===== config.mk =====
export PLATFORM = sky130hd
export DESIGN_NAME = fetch_buffer
export DESIGN_NICKNAME = d
export VERILOG_FILES = /design/src/rtl/fetch_buffer.sv
export SDC_FILE = /design/constraint.sdc
export NUM_CORES = 1
export LEC_CHECK = 0
export ABC_AREA = 1
export ABC_CLOCK_PERIOD_IN_PS = 5200
export CAP_MARGIN = 5
export CORE_MARGIN = 5
export CORE_UTILIZATION = 40
export DETAILED_ROUTE_END_ITERATION = 8
export GPL_TIMING_DRIVEN = 1
export SLEW_MARGIN = 5
export SYNTH_ARGS = -nofsm -noshare
export SYNTH_HDL_FRONTEND = slang
export SYNTH_SLANG_ARGS = --single-unit

===== constraint.sdc =====
create_clock -name clk -period 5.2 [get_ports clk]
set_input_delay 1.04 -clock clk [delete_from_list [all_inputs] [get_ports clk]]
set_output_delay 1.04 -clock clk [all_outputs]
set_load 0.05 [all_outputs]

===== src/rtl/fetch_buffer.sv =====
// Instruction fetch stage: req/ack fetch from instruction memory into a
// small FIFO whose head feeds decode as opcode/operand/pc.
module fetch_buffer #(
  parameter int DEPTH = 4,
  parameter int AW    = 16
) (
  input  logic                     clk,
  input  logic                     reset,
  output logic                     mem_req,
  output logic [AW-1:0]            mem_addr,
  input  logic                     mem_ack,
  input  logic [15:0]              mem_data,
  input  logic                     stall,
  input  logic                     flush,
  input  logic [AW-1:0]            flush_pc,
  output logic                     inst_valid,
  output logic [6:0]               opcode,
  output logic [8:0]               operand,
  output logic [AW-1:0]            inst_pc,
  output logic [$clog2(DEPTH):0]   count
);

  localparam int PW = $clog2(DEPTH);
  localparam int CW = PW + 1;
  localparam int EW = AW + 16;
  localparam logic [CW-1:0] FULL = CW'(DEPTH);

  logic [AW-1:0] pc_q, pc_d;
  logic [PW-1:0] wr_ptr_q, wr_ptr_d;
  logic [PW-1:0] rd_ptr_q, rd_ptr_d;
  logic [CW-1:0] count_q, count_d;
  logic [EW-1:0] mem_q [DEPTH];
  logic [EW-1:0] mem_d [DEPTH];
  logic [EW-1:0] head;
  logic          push;
  logic          pop;

  always_comb begin
    mem_req  = !reset && (count_q < FULL);
    push     = mem_req && mem_ack && !flush;
    pop      = (count_q != '0) && !stall && !flush;
    pc_d     = pc_q;
    wr_ptr_d = wr_ptr_q;
    rd_ptr_d = rd_ptr_q;
    count_d  = count_q;
    mem_d    = mem_q;
    if (flush) begin
      // redirect wins: queued and in-flight words are dropped
      pc_d     = flush_pc;
      wr_ptr_d = '0;
      rd_ptr_d = '0;
      count_d  = '0;
    end else begin
      if (push) begin
        mem_d[wr_ptr_q] = {pc_q, mem_data};
        wr_ptr_d        = wr_ptr_q + PW'(1);
        pc_d            = pc_q + AW'(1);
      end
      if (pop) begin
        rd_ptr_d = rd_ptr_q + PW'(1);
      end
      unique case ({push, pop})
        2'b10:   count_d = count_q + CW'(1);
        2'b01:   count_d = count_q - CW'(1);
        default: count_d = count_q;
      endcase
    end
  end

  always_ff @(posedge clk or posedge reset) begin
    if (reset) begin
      pc_q     <= '0;
      wr_ptr_q <= '0;
      rd_ptr_q <= '0;
      count_q  <= '0;
      for (int i = 0; i < DEPTH; i++) begin
        mem_q[i] <= '0;
      end
    end else begin
      pc_q     <= pc_d;
      wr_ptr_q <= wr_ptr_d;
      rd_ptr_q <= rd_ptr_d;
      count_q  <= count_d;
      mem_q    <= mem_d;
    end
  end

  assign head       = mem_q[rd_ptr_q];
  assign mem_addr   = pc_q;
  assign inst_valid = (count_q != '0);
  assign opcode     = head[15:9];
  assign operand    = head[8:0];
  assign inst_pc    = head[EW-1:16];
  assign count      = count_q;

endmodule

==> run summary <==
The run finished with clean final reports. The area growth from synthesis to layout is 21.8%. The total die area came out at 21300 sq um.

The path class of the tightest hold or removal check is reg -> reg. The die is 146 microns wide. For this run, the slowest stage of the critical path takes between 800 and 900 ps. The smallest setup slack after layout is between 1000 and 1500 ps. After detailed placement, the total cell area comes to 8370 sq um. The largest individual stage delay along the critical path comes from the cell clkdlybuf4s50_1. The most critical setup path has its startpoint at rd_ptr_q[1]$_DFFE_PP0P_. For this configuration, the core starts out at a cell density of 40.9%. Headroom to the max-slew limit came out at 30.9%. The post-layout instance area is 9010 sq um. The total setup buffers inserted after CTS is 0. For this run, the detailed router's first-pass iteration total came to 4. The total negative slack for setup checks came out at 0 ps.

For the worst flop-to-flop path, the logic depth is 7. The routed wire length per instance is about 17 microns. The leakage power is between 4 and 5 nW. The CTS tree is yes. The overall track demand over capacity in global routing came out at 19.5%. The sum of buffers and inverters on the critical path came out at 3. The largest vdd supply drop came out at 219 uV. The number of library cell types mapped by synthesis is 29.

The core region is approximately 18000 sq um. The nature of the critical path startpoint is a register. Setup repair after global routing left no endpoint under its margin.

The cell at the root of the clock tree is clkbuf_16. The estimated wirelength of the detail-placed design is 12300 microns. In the layout the commonest cells are 300 x nand2_1, 150 x dfrtp_1, 130 x o21ai_0. The count of antenna diodes in the layout came out at 0. The net count after synthesis came out at 961. Setup violations remaining at the end of the flow were counted as 0. During placement, the flow inserted port buffers numbering 89. The kind of capture point of the worst setup path is a primary output. The total power per unit cell area came out at ~450 nW/um^2. The worst reg-to-reg setup slack came out at 2840 ps. The number of routed nets with antenna violations came out at 0. The number of CTS-inserted buffers is 17. The count of state elements after synthesis is 151.

The worst register-to-register path begins at wr_ptr_q[0]$_DFFE_PP0P_. The global-route wire length before repair is between 30000 and 40000 microns. The net count of the finished layout is a little over 1000. The tool flagged a number of max-cap violations equal to 0. Walking the worst path, the cells encountered are inv_1, buf_4, o21ai_0, o22ai_1, clkdlybuf4s50_1. The via count normalized by instance count is 5.22.

The clock insertion delay at the later pin of the skew report came out at 420 ps. The mapped cell area came out at 7400 sq um. The post-synthesis cell count is 918. The clock-pin slew on the worst setup and hold paths came out at 60 ps. The utilization after layout is 49.8%.

The total overflow left after global routing is 0. The routed via count came out at around 6300. The total number of cells along the worst setup path is 5. The number of antenna violations at the first check in global routing is 0. The critical path class is reg -> out. Among cell families on the critical path, the largest total delay comes from buffers and inverters. The height of the die came out at 146 microns. The average cell area after synthesis is 8.06 sq um. After layout, the worst path uses 77.9% of the clock period. The most critical setup path has its endpoint at operand[0].

The number of warnings reported in the yosys synthesis log came out at 0. The DRC violation count after routing is 0. The number of gates resized after CTS was 0.

The most common cell after layout, fill and taps aside is nand2_1. The pin count of the biggest net entering global routing is 92. Prior to clock tree synthesis, the placed netlist has a worst setup slack of 1450 ps. The sequential cell area fraction in the yosys report came out at between 50% and 60%. The H-tree depth is 4.

Counting along the longest clock path gives a buffer depth of 2. The required time of the critical path is 4160 ps. The floorplan has between 40 and 50 rows. The highest fanout seen on the critical path is 25.

Final hold analysis gives a worst-case slack of 475 ps. The final setup skew came out at just under 8 ps. The non-filler instance count after layout is 1216. The fraction of final layout cells with drive strength greater than 1 is 5.17%. The total number of clock tree sinks came out at approximately 150. The transition time at the pin with the least slew margin came out at 1030 ps. The arrival time at the worst endpoint came out at 3010 ps.

Once placement completed, the tool counted placed cells totaling 1184. The worst register-to-register path ends at mem_q[115]$_DFFE_PP0P_. The number of primary I/O pins came out at 90. The fill cell total of the finished layout is 1715. The final weighted congestion in routability-driven placement is 0.822.

The via count of the first global-routing pass is 6325. The first-iteration detailed-routing DRC count is 457. The number of pins exceeding their max-slew limit in the final report came out at 0. The total power came out at 4.08 mW. The startpoint identified for the worst hold timing path is mem_q[74]$_DFFE_PP0P_. The count of final hold-check violations is 0. The achievable frequency is 0.247 GHz.

The final wirelength is roughly 20000 microns. The number of buffers added to fix hold violations after cts is 0. The minimum clock period is 4050 ps.
-- registers in the layout, indices dropped and copies added, names as in the netlist --
register,count
mem_q,128
mem_addr,16
count,3
rd_ptr_q,2
wr_ptr_q,2
-- report_power, final --
part | switching, mW | internal, mW | total, mW
Combinational | 0.789 | 0.409 | 1.20
Sequential | 0.140 | 1.41 | 1.55
Clock | 0.479 | 0.851 | 1.33
Total | 1.41 | 2.67 | 4.08
-- logic make-up (layout without fill, tap and decap cells) --
kind of cell | Yosys count | count (layout) | synth area share [%]
AND/OR/NAND/NOR | 411 | 411 | 22.2
AO/OA/AOI/OAI | 249 | 249 | 19.1
buffers and inverters | 94 | 163 | 5.67
flip-flops | 151 | 151 | 51.1
adder cells (fa/ha/maj) | 6 | 6 | 1.12
XOR/XNOR | 7 | 7 | 0.829
-- worst min path at each step --
stage                            end  slack [ps]  depth (start not counted)
4_1_cts        mem_q[73]$_DFFE_PP0P_         480                          2
2_1_floorplan  mem_q[81]$_DFFE_PP0P_         440                          2
3_5_place_dp   mem_q[75]$_DFFE_PP0P_         460                          2
3_3_place_gp   mem_q[46]$_DFFE_PP0P_         460                          2
5_1_grt        mem_q[74]$_DFFE_PP0P_         500                          2
6_report       mem_q[74]$_DFFE_PP0P_         470                          2
-- worst min-delay path, cell delays in order, from the launching register on --
cell and delay (ps):
dfrtp_1 340, o21ai_1 60, nand2_1 50
-- Yosys cell counts --
library cell,count,area [sq um]
dfrtp_1,151,3780
buf_4,12,90.1
o21ai_0,130,651
clkbuf_1,38,143
o21ai_1,29,145
buf_2,8,40.0
nor2_1,86,323
nand2_2,1,6.26
ha_1,5,62.6
inv_1,31,116
nand2_1,300,1130
nor2_2,1,6.26
o211ai_1,4,30.0
nor2_4,2,22.5
nor2_8,3,60.1
clkbuf_2,3,15.0
nand3b_1,1,7.51
a31oi_1,1,6.26
a21oi_1,7,35.0
xor2_1,6,52.6
o21bai_1,2,15.0
o22ai_1,32,200
xnor2_1,1,8.76
nand4_1,4,25.0
o21a_1,44,330
fa_1,1,20.0
nand3_1,13,65.1
buf_6,1,11.3
inv_2,1,3.75
-- routing by layer --
| metal | GRT usage, % | wire, microns |
|---|---|---|
| met5 | 0 | 0 |
| met4 | 5.93 | 251 |
| met3 | 3.58 | 833 |
| met2 | 29.9 | 9140 |
| met1 | 28.3 | 10000 |
-- layout make-up --
cell class                      count  area [sq um]  share of cell area, %
Clock buffer                       23           488                   5.42
Clock inverter                      9           145                   1.61
Inverter                           32           125                   1.39
Multi-Input combinational cell    673          3200                   35.6
Sequential cell                   151          3780                   42.0
Tap cell                          229           287                   3.18
Timing Repair Buffer               99           978                   10.9
Note: power is estimated with default switching activity, not from simulation.
